--- src/rtl/axi_rd_arbiter_if.sv ---
// AXI read-address / read-data channel bundle between the read arbiter (master)
// and the top-level AXI port (slave).
interface axi_rd_arbiter_if;
    logic [3:0]  arid;
    logic [31:0] araddr;
    logic [2:0]  arsize;
    logic [7:0]  arlen;
    logic [1:0]  arburst;
    logic [1:0]  arlock;
    logic [3:0]  arcache;
    logic [2:0]  arprot;
    logic        arvalid;
    logic        arready;
    logic [3:0]  rid;
    logic [31:0] rdata;
    logic [1:0]  rresp;
    logic        rlast;
    logic        rvalid;
    logic        rready;

    modport master (
        output arid, araddr, arsize, arlen, arburst, arlock, arcache, arprot, arvalid,
        input  arready,
        input  rid, rdata, rresp, rlast, rvalid,
        output rready
    );

    modport slave (
        input  arid, araddr, arsize, arlen, arburst, arlock, arcache, arprot, arvalid,
        output arready,
        output rid, rdata, rresp, rlast, rvalid,
        input  rready
    );
endinterface

--- src/rtl/axi_rd_arbiter.sv ---
// Shares one AXI read channel between instruction fetch (INST_ID) and data load (DATA_ID).
// Optional macro RD_ARB_RR_EN: round-robin tie-break instead of fixed data priority.
module axi_rd_arbiter #(
    parameter logic [3:0] INST_ID = 4'd0,
    parameter logic [3:0] DATA_ID = 4'd1
) (
    input  logic        clk,
    input  logic        rst,
    input  logic        inst_req,
    input  logic [31:0] inst_addr,
    output logic        inst_gnt,
    output logic        inst_rvalid,
    input  logic        inst_rready,
    input  logic        data_req,
    input  logic [31:0] data_addr,
    input  logic [2:0]  data_size,
    output logic        data_gnt,
    output logic        data_rvalid,
    input  logic        data_rready,
    output logic [31:0] rdata_o,
    output logic [1:0]  data_r_req,
    axi_rd_arbiter_if.master axi
);

    localparam logic [1:0] AR_IDLE = 2'd0;
    localparam logic [1:0] AR_INST = 2'd1;
    localparam logic [1:0] AR_DATA = 2'd2;

    logic [1:0]  state_r;
    logic [1:0]  state_nxt_s;
    logic        arvalid_r;
    logic [3:0]  arid_r;
    logic [31:0] araddr_r;
    logic [2:0]  arsize_r;
    logic        inst_out_r;
    logic        data_out_r;

    logic        inst_elig_s;
    logic        data_elig_s;
    logic        pick_data_s;
    logic        ar_hs_s;
    logic        inst_gnt_s;
    logic        data_gnt_s;
    logic        rid_inst_s;
    logic        rid_data_s;
    logic        rready_s;
    logic        r_last_hs_s;

    assign ar_hs_s     = arvalid_r && axi.arready;
    assign inst_gnt_s  = ar_hs_s && (state_r == AR_INST);
    assign data_gnt_s  = ar_hs_s && (state_r == AR_DATA);
    assign inst_elig_s = inst_req && !inst_out_r;
    assign data_elig_s = data_req && !data_out_r;

`ifdef RD_ARB_RR_EN
    logic last_gnt_r;

    // Remember which requester won last so the other one wins the next tie.
    always_ff @(posedge clk) begin
        if (rst) begin
            last_gnt_r <= 1'b1;
        end else if (data_gnt_s) begin
            last_gnt_r <= 1'b1;
        end else if (inst_gnt_s) begin
            last_gnt_r <= 1'b0;
        end else begin
            last_gnt_r <= last_gnt_r;
        end
    end

    assign pick_data_s = data_elig_s && (!inst_elig_s || !last_gnt_r);
`else
    assign pick_data_s = data_elig_s;
`endif

    // AR state machine next-state selection.
    always_comb begin
        state_nxt_s = state_r;
        case (state_r)
            AR_IDLE: begin
                if (pick_data_s) begin
                    state_nxt_s = AR_DATA;
                end else if (inst_elig_s) begin
                    state_nxt_s = AR_INST;
                end else begin
                    state_nxt_s = AR_IDLE;
                end
            end
            AR_INST, AR_DATA: begin
                if (ar_hs_s) begin
                    state_nxt_s = AR_IDLE;
                end else begin
                    state_nxt_s = state_r;
                end
            end
            default: state_nxt_s = AR_IDLE;
        endcase
    end

    // State plus AR payload; the payload is captured only from IDLE so it stays frozen while arvalid is high.
    always_ff @(posedge clk) begin
        if (rst) begin
            state_r   <= AR_IDLE;
            arvalid_r <= 1'b0;
            arid_r    <= 4'd0;
            araddr_r  <= 32'd0;
            arsize_r  <= 3'd0;
        end else begin
            state_r <= state_nxt_s;
            if (state_r == AR_IDLE) begin
                if (pick_data_s) begin
                    arvalid_r <= 1'b1;
                    arid_r    <= DATA_ID;
                    araddr_r  <= data_addr;
                    arsize_r  <= data_size;
                end else if (inst_elig_s) begin
                    arvalid_r <= 1'b1;
                    arid_r    <= INST_ID;
                    araddr_r  <= inst_addr;
                    arsize_r  <= 3'd2;
                end else begin
                    arvalid_r <= 1'b0;
                end
            end else if (ar_hs_s) begin
                arvalid_r <= 1'b0;
            end else begin
                arvalid_r <= arvalid_r;
            end
        end
    end

    assign rid_inst_s  = (axi.rid == INST_ID);
    assign rid_data_s  = (axi.rid == DATA_ID);
    assign r_last_hs_s = axi.rvalid && rready_s && axi.rlast;

    // R-channel steering by rid; beats with unknown IDs are accepted and dropped.
    always_comb begin
        rready_s = 1'b1;
        if (rid_inst_s) begin
            rready_s = inst_rready;
        end else if (rid_data_s) begin
            rready_s = data_rready;
        end else begin
            rready_s = 1'b1;
        end
    end

    // One outstanding read per ID: set on AR grant, cleared on the last R beat of that ID.
    always_ff @(posedge clk) begin
        if (rst) begin
            inst_out_r <= 1'b0;
            data_out_r <= 1'b0;
        end else begin
            if (inst_gnt_s) begin
                inst_out_r <= 1'b1;
            end else if (r_last_hs_s && rid_inst_s) begin
                inst_out_r <= 1'b0;
            end else begin
                inst_out_r <= inst_out_r;
            end
            if (data_gnt_s) begin
                data_out_r <= 1'b1;
            end else if (r_last_hs_s && rid_data_s) begin
                data_out_r <= 1'b0;
            end else begin
                data_out_r <= data_out_r;
            end
        end
    end

    assign inst_gnt    = inst_gnt_s;
    assign data_gnt    = data_gnt_s;
    assign inst_rvalid = axi.rvalid && rid_inst_s;
    assign data_rvalid = axi.rvalid && rid_data_s;
    assign rdata_o     = axi.rdata;
    assign data_r_req  = {(state_r == AR_DATA), data_out_r};

    assign axi.arid    = arid_r;
    assign axi.araddr  = araddr_r;
    assign axi.arsize  = arsize_r;
    assign axi.arvalid = arvalid_r;
    assign axi.arlen   = 8'd0;
    assign axi.arburst = 2'b01;
    assign axi.arlock  = 2'd0;
    assign axi.arcache = 4'd0;
    assign axi.arprot  = 3'd0;
    assign axi.rready  = rready_s;

endmodule

--- src/flat_wrapper.sv ---
// flat-port wrapper written by rule: the top's interface ports become plain ports
module axi_rd_arbiter_flat 
#(
    parameter logic [3:0] INST_ID = 4'd0,
    parameter logic [3:0] DATA_ID = 4'd1
)
  (clk, rst, inst_req, inst_addr, inst_gnt, inst_rvalid, inst_rready, data_req, data_addr, data_size, data_gnt, data_rvalid, data_rready, rdata_o, data_r_req, axi_arid, axi_araddr, axi_arsize, axi_arlen, axi_arburst, axi_arlock, axi_arcache, axi_arprot, axi_arvalid, axi_arready, axi_rid, axi_rdata, axi_rresp, axi_rlast, axi_rvalid, axi_rready);
  axi_rd_arbiter_if axi_i ();
  input  logic clk;
  input  logic rst;
  input  logic inst_req;
  input  logic [31:0] inst_addr;
  output logic inst_gnt;
  output logic inst_rvalid;
  input  logic inst_rready;
  input  logic data_req;
  input  logic [31:0] data_addr;
  input  logic [2:0] data_size;
  output logic data_gnt;
  output logic data_rvalid;
  input  logic data_rready;
  output logic [31:0] rdata_o;
  output logic [1:0] data_r_req;
  output wire logic [$bits(axi_i.arid)-1:0] axi_arid;
  output wire logic [$bits(axi_i.araddr)-1:0] axi_araddr;
  output wire logic [$bits(axi_i.arsize)-1:0] axi_arsize;
  output wire logic [$bits(axi_i.arlen)-1:0] axi_arlen;
  output wire logic [$bits(axi_i.arburst)-1:0] axi_arburst;
  output wire logic [$bits(axi_i.arlock)-1:0] axi_arlock;
  output wire logic [$bits(axi_i.arcache)-1:0] axi_arcache;
  output wire logic [$bits(axi_i.arprot)-1:0] axi_arprot;
  output wire logic [$bits(axi_i.arvalid)-1:0] axi_arvalid;
  input wire logic [$bits(axi_i.arready)-1:0] axi_arready;
  input wire logic [$bits(axi_i.rid)-1:0] axi_rid;
  input wire logic [$bits(axi_i.rdata)-1:0] axi_rdata;
  input wire logic [$bits(axi_i.rresp)-1:0] axi_rresp;
  input wire logic [$bits(axi_i.rlast)-1:0] axi_rlast;
  input wire logic [$bits(axi_i.rvalid)-1:0] axi_rvalid;
  output wire logic [$bits(axi_i.rready)-1:0] axi_rready;
  assign axi_arid = axi_i.arid;
  assign axi_araddr = axi_i.araddr;
  assign axi_arsize = axi_i.arsize;
  assign axi_arlen = axi_i.arlen;
  assign axi_arburst = axi_i.arburst;
  assign axi_arlock = axi_i.arlock;
  assign axi_arcache = axi_i.arcache;
  assign axi_arprot = axi_i.arprot;
  assign axi_arvalid = axi_i.arvalid;
  assign axi_i.arready = axi_arready;
  assign axi_i.rid = axi_rid;
  assign axi_i.rdata = axi_rdata;
  assign axi_i.rresp = axi_rresp;
  assign axi_i.rlast = axi_rlast;
  assign axi_i.rvalid = axi_rvalid;
  assign axi_rready = axi_i.rready;
  axi_rd_arbiter #(.INST_ID(INST_ID), .DATA_ID(DATA_ID)) u_core (.clk(clk), .rst(rst), .inst_req(inst_req), .inst_addr(inst_addr), .inst_gnt(inst_gnt), .inst_rvalid(inst_rvalid), .inst_rready(inst_rready), .data_req(data_req), .data_addr(data_addr), .data_size(data_size), .data_gnt(data_gnt), .data_rvalid(data_rvalid), .data_rready(data_rready), .rdata_o(rdata_o), .data_r_req(data_r_req), .axi(axi_i));
endmodule
--- config.mk ---
export PLATFORM = sky130hd
export DESIGN_NAME = axi_rd_arbiter_flat
export DESIGN_NICKNAME = d
export VERILOG_FILES = /design/src/rtl/axi_rd_arbiter_if.sv /design/src/rtl/axi_rd_arbiter.sv /design/src/flat_wrapper.sv
export SDC_FILE = /design/constraint.sdc
export NUM_CORES = 1
export LEC_CHECK = 0
export ABC_AREA = 1
export CELL_PAD_IN_SITES_DETAIL_PLACEMENT = 2
export CELL_PAD_IN_SITES_GLOBAL_PLACEMENT = 2
export CORE_MARGIN = 10
export CORE_UTILIZATION = 14
export DETAILED_ROUTE_END_ITERATION = 10
export PLACE_DENSITY = 0.83
export SLEW_MARGIN = 40
export SYNTH_ARGS = -nofsm -noshare
export SYNTH_HDL_FRONTEND = slang
export SYNTH_SLANG_ARGS = --single-unit
--- constraint.sdc ---
create_clock -name clk -period 1.4 [get_ports clk]
set_input_delay 0.28 -clock clk [delete_from_list [all_inputs] [get_ports clk]]
set_output_delay 0.28 -clock clk [all_outputs]
set_load 0.05 [all_outputs]
Yosys cells after proc, flatten, opt, wreduce, memory -nomap -nowiden
Index checks and enable logic that the tools add are counted.

word-level totals
  flip-flop bits (word level) = 44
  bits of input ports = 114
  output and inout bits = 98
  word-level logic and storage cells = 52

operators by class
  eq/ne operators = 4
  mux-type cells = 20
  reduce and logical (&&, ||, !) cells = 21

operators by type and width
  kind                                                    number
  two-way mux 32 bit                                      2
  logical AND 1 bit                                       11
  two-way mux 1 bit                                       11
  two-way mux 4 bit                                       2
  nonzero test 2 bit                                      4
  two-way mux 3 bit                                       2
  equality test 4 x 1 -> 1 bit (second input constant)    1
  logical NOT 4 bit                                       1
  two-way mux 2 bit                                       2
  case mux 2 bit (2 select lines)                         1
  equality test 2 x 1 -> 1 bit (second input constant)    1
  equality test 2 bit (second input constant)             1
  logical NOT 1 bit                                       2
  logical NOT 2 bit                                       1
  inequality test 2 x 1 -> 1 bit (second input constant)  1
  AND reduction 2 bit                                     1
  OR reduction 2 bit                                      1

Logic depth before layout (Yosys ltp)
Gate-level depths: netlist (run 1).

  depth after elaboration = 8
  depth in mapped cells = 8
  gate-level depth less buffers = 7

Least setup slack after synthesis (run 1)
OpenSTA, ideal clock, no wires.

  path type = input port to output port
  start = input port axi_rid[0]
  end = output port data_rvalid
  arrival = 1.853 ns
  required time = 1.120 ns
  setup slack = -0.733 ns
  cell stages on the path = 2
  path buffers = 0
  path through = inv_1 nor4_1

on the way
  cells in the longest elaborated chain, start to end = 2

RTL lines
  what                          RTL line               text
  start: declaration            flat_wrapper.sv:34     input wire logic [$bits(axi_i.rid)-1:0] axi_rid;
  equality test 4 x 1 -> 1 bit  axi_rd_arbiter.sv:133  assign rid_data_s = (axi.rid == DATA_ID);
  logical AND 1 bit             axi_rd_arbiter.sv:174  assign data_rvalid = axi.rvalid && rid_data_s;
  end: declaration              flat_wrapper.sv:20     output logic data_rvalid;

No other way between the ends.

Worst setup path in the final report (run 1)
  start = register u_core.state_r[0]
  end = output port data_gnt

on the way
  cells in the longest elaborated chain, start to end = 2

RTL lines
  what                      RTL line               text
  start: declaration        axi_rd_arbiter.sv:29   logic [1:0] state_r;
  start signal: assignment  axi_rd_arbiter.sv:109  state_r <= state_nxt_s;
  equality test 2 bit       axi_rd_arbiter.sv:51   assign data_gnt_s = ar_hs_s && (state_r == AR_DATA);
  logical AND 1 bit         axi_rd_arbiter.sv:51
  end: declaration          flat_wrapper.sv:19     output logic data_gnt;

No other way between the ends.

==> results of run 1 <==
-- logic make-up after synthesis --
group | Yosys count
AND/OR/NAND/NOR | 191
buffers and inverters | 86
AO/OA/AOI/OAI | 43
flip-flops | 41
adder cells (fa/ha/maj) | 3
other | 2
-- power by group --
part	internal, mW	switching [mW]
Clock	0.892	0.485
Combinational	2.73	3.04
Sequential	1.59	0.420
-- what timing repair did --
item / in CTS / in global routing
cloned: 2 / 1
resized for setup: 65 / 25
setup buffers: 4 / 4
endpoints found under the setup margin: 36 / 42
pin swaps: 10 / 9
endpoints found under the hold margin: 0 / 0
-- cell usage in the layout, fill, tap and decap left out, types with 8 or more instances in the layout --
master,Yosys,routed
buf_12,0,51
buf_4,55,20
clkdlybuf4s50_1,0,72
conb_1,2,22
dfxtp_1,41,38
inv_2,2,8
nand2_1,111,100
nand2_2,1,8
nor2_1,68,58
nor2_2,0,10
o21ai_0,36,27
o21ai_1,0,9
-- cell usage after synthesis, drive strengths merged --
master / n
nor3b: 1
conb: 2
nand3: 4
inv: 16
ha: 3
a21oi: 7
nand2: 113
nor4: 2
buf: 66
dfxtp: 41
o21ai: 36
nor2: 69
nand4: 2
clkbuf: 4
-- metal layers --
metal  up-vias  GRT usage, %
met5         -             0
li1       1285             -
met3        18          4.59
met4         0          2.96
met1      1265          9.57
met2        96          18.6
-- state kept, by name, indices dropped and copies added (netlist names) --
signal and cells:
u_core.axi.arid 1, u_core.inst_out_r 1, u_core.axi.araddr 32, u_core.axi.arsize 3, u_core.axi.arvalid 1, u_core.data_out_r 1, u_core.state_r 2
-- final timing paths --
| path | start | end | slack (ns) | cells after the start |
|---|---|---|---|---|
| max | u_core.state_r[0]$_SDFFE_PP0P_ | data_gnt | -0.14 | 6 |
| min | axi_arready | u_core.axi.arvalid$_SDFFE_PP0P_ | 0.38 | 4 |
| max reg2reg | u_core.state_r[0]$_SDFFE_PP0P_ | u_core.axi.araddr[9]$_SDFFE_PP0P_ | 0.03 | 7 |
| min reg2reg | u_core.inst_out_r$_SDFFE_PP0P_ | u_core.inst_out_r$_SDFFE_PP0P_ | 0.51 | 2 |
-- worst register-to-register path, stage by stage, from the launching register on --
cell and delay (ns):
dfxtp_2 0.34, inv_2 0.05, ha_2 0.21, nand2_2 0.10
nand2_4 0.10, bufbuf_16 0.29, o21ai_1 0.12, nor2_1 0.05
-- layout make-up --
class,instances,area (µm²)
repair buffers,158,2100
inverters,16,76.3
clock inverters,1,30.0
multi-input cells,259,1220
flip-flops and latches,41,825
clock buffers,7,143
well taps,220,275
fillers,1912,12000
==> flow_summary.toml, run 1 <==
[global_route]
grt_usage_pct = 9.98
overflow = 0
grt_pass1_vias = 3126
grt_max_degree = 30
grt_pass1_wl_um = 17500
antenna_found_initial = 0

[sta]
setup_violations = 3
slew_violations = 0
fmax_mhz = 649
hold_viol = 0
min_period_over_period_pct = 110
rsz0062_at_grt = "yes"
period_minus_slack_ns = 1.54
whs_ns = 0.381
layout_setup_ws_ns = -0.140
final.setup_skew_ns = 0.00268
fin_setup_tns_ns = -0.359

[worst_setup_path]
arrival_ns = 1.26
cp_top_family = "buffers and inverters"
path_max_fanout = 2
path_buf_inv = 4
path_class = "reg2out"
worst_path_largest_cell_delay_ns = 0.34
worstSetupEndpointType = "output port"
start_kind = "flop"
path_cells = "inv_2, buf_6, ha_4, nand2_4, clkinvlp_4, buf_12"
cp_slowest_cell = "dfxtp_2"
critical_path_required_ns = 1.12

[floorplan]
start_util_pct = 14.3
core_area_um2 = 16600
die_w_um = 150
die_area_um2 = 22600
num_rows = 47
pin_count = 212
die_h_um = 150

[routing]
wl_met2_um = 6260
totalWireLength_um = 11600
via_per_inst = 3.79
drtIter0Drc = 46
drtPass1Iterations = 4
wl_met1_um = 4100
vias = 2664
post_drt_wl_per_cell_um = 16.5
routed.top_layer = "met4"
met3RoutedLength_um = 1100
drtAntennaViolNets = 0
drc = 0

[pwr]
power_leakage_nw = 2.10
max-vdd-ir-drop_uv = 645
powerDensity_nw_per_um2 = 1960
p_total_mw = 9.15

[placed_design]
place_area_um2 = 4170
dp_slack_ns = -0.382
gp_congestion = 0.768
portBuffers = 123
dp_hpwl_um = 9040
dp.cells = 684

[cells_and_area]
drive_gt1_share_pct = 27.8
antenna_cells = 0
final_nets = 598
final_util_pct = 28.1
fin_cells = 702
syn2layout_area_growth_pct = 96.3
stdcell_area_um2 = 4670

[min_path]
hp-class = "in2reg"

[synth]
synth_top_area_share_pct = 34.5
netlist_area_um2 = 2380
synthMuxAreaShare_pct = 0
synth_warnings = 0
synth-seq-cells = 41
synth-simple-area-share_pct = 31.7
avgSynthCellArea_um2 = 6.50
synth.area.top_cells = "dfxtp_1, nand2_1, buf_4"
synth_top_family_by_area = "simple AND/OR/NAND/NOR gates"
synth_fa_ha_area_share_pct = 1.58
synthXorXnorAreaFrac_pct = 0
synth-seq-area-share_pct = 34.5
syn-instance-count = 366
synth_compound_area_share_pct = 9.05
synth_top_area_cell = "dfxtp_1"
yosysUniqueCellTypes = 20

[clock_network]
clock-sinks = 41
h-tree-depth = 2
clk-insertion-delay-late_ns = 0.29
hold_buffers = 0
numCtsBuffers = 5
clockBufferDepth = 2
cts_root_buffer = "clkbuf_16"
cts_tree = "built"
clk_pin_slew_ns = 0.06

[status]
outcome = "finished with violations"
violations = "negative setup slack"

[flow_run]
max-cap-violations = 0
(Power assumes the default switching activity.)
==> run 2: changes to the inputs <==
CORE_UTILIZATION = 13   (was 14)
CTS_BUF_LIST = sky130_fd_sc_hd__clkbuf_4 sky130_fd_sc_hd__clkbuf_8   (was unset)
CTS_CLUSTER_SIZE = 30   (was unset)
PLACE_DENSITY = 0.81   (was 0.83)
clock period = 1.3 ns   (was 1.4 ns; I/O delays follow)
==> flow_summary.toml, run 2 (synthesized netlist as in run 1, its figures left out) <==
[worst_setup_path]
start_kind = "flop"
path_max_fanout = 2
cp_top_family = "buffers and inverters"
r2r_end = "u_core.axi.araddr[12]$_SDFFE_PP0P_"
critical_path_required_ns = 1.04
cp_slowest_cell = "dfxtp_2"
worst-r2r-setup-slack_ns = -0.22
reg2reg_depth = 11
worstSetupEndpointType = "output port"
path_buf_inv = 4
worst_path_largest_cell_delay_ns = 0.34
arrival_ns = 1.30
path_cells = "inv_2, buf_6, ha_4, nand2_4, clkinvlp_4, buf_12"
path_class = "reg2out"
r2r-start = "u_core.state_r[0]$_SDFFE_PP0P_"

[sta]
fin_setup_tns_ns = -7.09
final.setup_skew_ns = 0.00546
setup_violations = 39
slew_violations = 0
layout_setup_ws_ns = -0.256
hold_viol = 0
fmax_mhz = 643
rsz0062_at_grt = "yes"
period_minus_slack_ns = 1.56
min_period_over_period_pct = 120

[floorplan]
die_area_um2 = 24100
core_area_um2 = 18000
die_h_um = 155
start_util_pct = 13.2
die_w_um = 155
pin_count = 212
num_rows = 49

[global_route]
grt_pass1_wl_um = 19400
antenna_found_initial = 0
overflow = 0
grt_max_degree = 37
grt_usage_pct = 10.4
grt_pass1_vias = 3319

[min_path]
worstHoldEndpoint = "u_core.data_out_r$_SDFFE_PP0P_"
min_from = "axi_rid[0]"
hp-class = "in2reg"
whs_path_depth = 5

[status]
outcome = "finished with violations"
violations = "negative setup slack"

[flow_run]
max-cap-violations = 0

[pwr]
powerDensity_nw_per_um2 = 2180
max-vdd-ir-drop_uv = 870
power_leakage_nw = 2.26

[clock_network]
clockBufferDepth = 2
cts_root_buffer = "clkbuf_8"
numCtsBuffers = 5
clk-insertion-delay-late_ns = 0.31
clock-sinks = 41
cts_tree = "built"
h-tree-depth = 2
clk_pin_slew_ns = 0.08

[cells_and_area]
largest_register_ffs = 32
final_util_pct = 29.2
layout_commonest_cell = "nand2_1"
antenna_cells = 0
fill_cells = 2010
final_nets = 616
layout_common_cells = "nand2_1, clkdlybuf4s50_1, buf_12, dfxtp_1, nor2_1"
seqCellArea_um2 = 825
drive_gt1_share_pct = 41.7
multiInputGateArea_um2 = 1540
syn2layout_area_growth_pct = 121

[placed_design]
dp_hpwl_um = 8950
gp_congestion = 0.739
portBuffers = 123

[routing]
drtIter0Drc = 42
totalWireLength_um = 12900
post_drt_wl_per_cell_um = 17.7
drc = 0
drtPass1Iterations = 3
vias = 2747
drtAntennaViolNets = 0
via_per_inst = 3.77
## run 2: changes by cell type in the layout (fill, tap and decap cells not counted), moves of 7 or more
cell / previous run / this run
o21ai_2: 0 / 25
o21ai_1: 9 / 2
nor2_1: 58 / 33
o21ai_0: 27 / 7
buf_16: 1 / 8
nor2_4: 1 / 20
## run 2: repair_timing
item                                    4_1_cts  5_1_grt
resized for setup                           149       57
buffers inserted                             17        6
endpoints found under the setup margin       42       44
endpoints found under the hold margin         0        0
cloned                                        9        1
pin swaps                                    17       13
hold buffers                                  0        0
## run 2: layer usage
metal | GRT usage (%) | wire length [µm] | vias to the layer above
met5 | 0 | 0 | -
met4 | 3.79 | 224 | 0
met3 | 2.67 | 762 | 17
met2 | 20.3 | 7230 | 92
met1 | 10.3 | 4660 | 1320
li1 | - | - | 1318
## run 2: area by class of cell
class,instances,share of cell area [%]
sequential,41,15.7
tap,229,5.46
inverter,16,1.81
clock buffer,7,1.72
multi-input combinational,259,29.4
timing repair buffer,176,45.9
## run 2: worst max path at each step
stage	slack (ns)	from	cells after the start	end
after detailed placement	-0.39	axi_rid[0]	4	data_rvalid
after CTS	-0.28	u_core.state_r[0]$_SDFFE_PP0P_	6	data_gnt
after global routing	-0.30	u_core.state_r[0]$_SDFFE_PP0P_	6	data_gnt
final	-0.26	u_core.state_r[0]$_SDFFE_PP0P_	6	data_gnt
after floorplan	-0.23	axi_rid[0]	2	data_rvalid
after global placement	-0.35	data_req	9	u_core.axi.araddr[14]$_SDFFE_PP0P_
## run 2: power by group
| group | total, mW | internal, mW | switching (mW) |
|---|---|---|---|
| registers | 2.25 | 1.70 | 0.542 |
| clock network | 0.947 | 0.444 | 0.503 |
| logic | 8.23 | 4.15 | 4.08 |
| total | 11.4 | 6.30 | 5.12 |
## run 2: worst reg2reg max path, stage by stage, from the launching register on
cell and delay, ns:
dfxtp_2 0.33, inv_2 0.06, buf_4 0.11, ha_4 0.16
nand2_4 0.08, nand2_8 0.10, buf_12 0.13, clkinv_16 0.07
buf_12 0.13, buf_16 0.14, nor2_2 0.08, nor2_1 0.05
## run 2: stage by stage
stage | hold slack (ns) | setup WS, ns | instance area (µm²) | std cells | total power [mW]
final | 0.458 | -0.256 | 5250 | 728 | 11.4
after floorplan | 0.329 | -0.226 | 2480 | 386 | 4.96
after global routing | 0.520 | -0.304 | 5250 | 728 | 12.1
after CTS | 0.498 | -0.280 | 5070 | 726 | 11.4
after detailed placement | 0.472 | -0.387 | 4220 | 693 | 7.83
after global placement | 0.475 | -0.352 | 4220 | 693 | 7.64
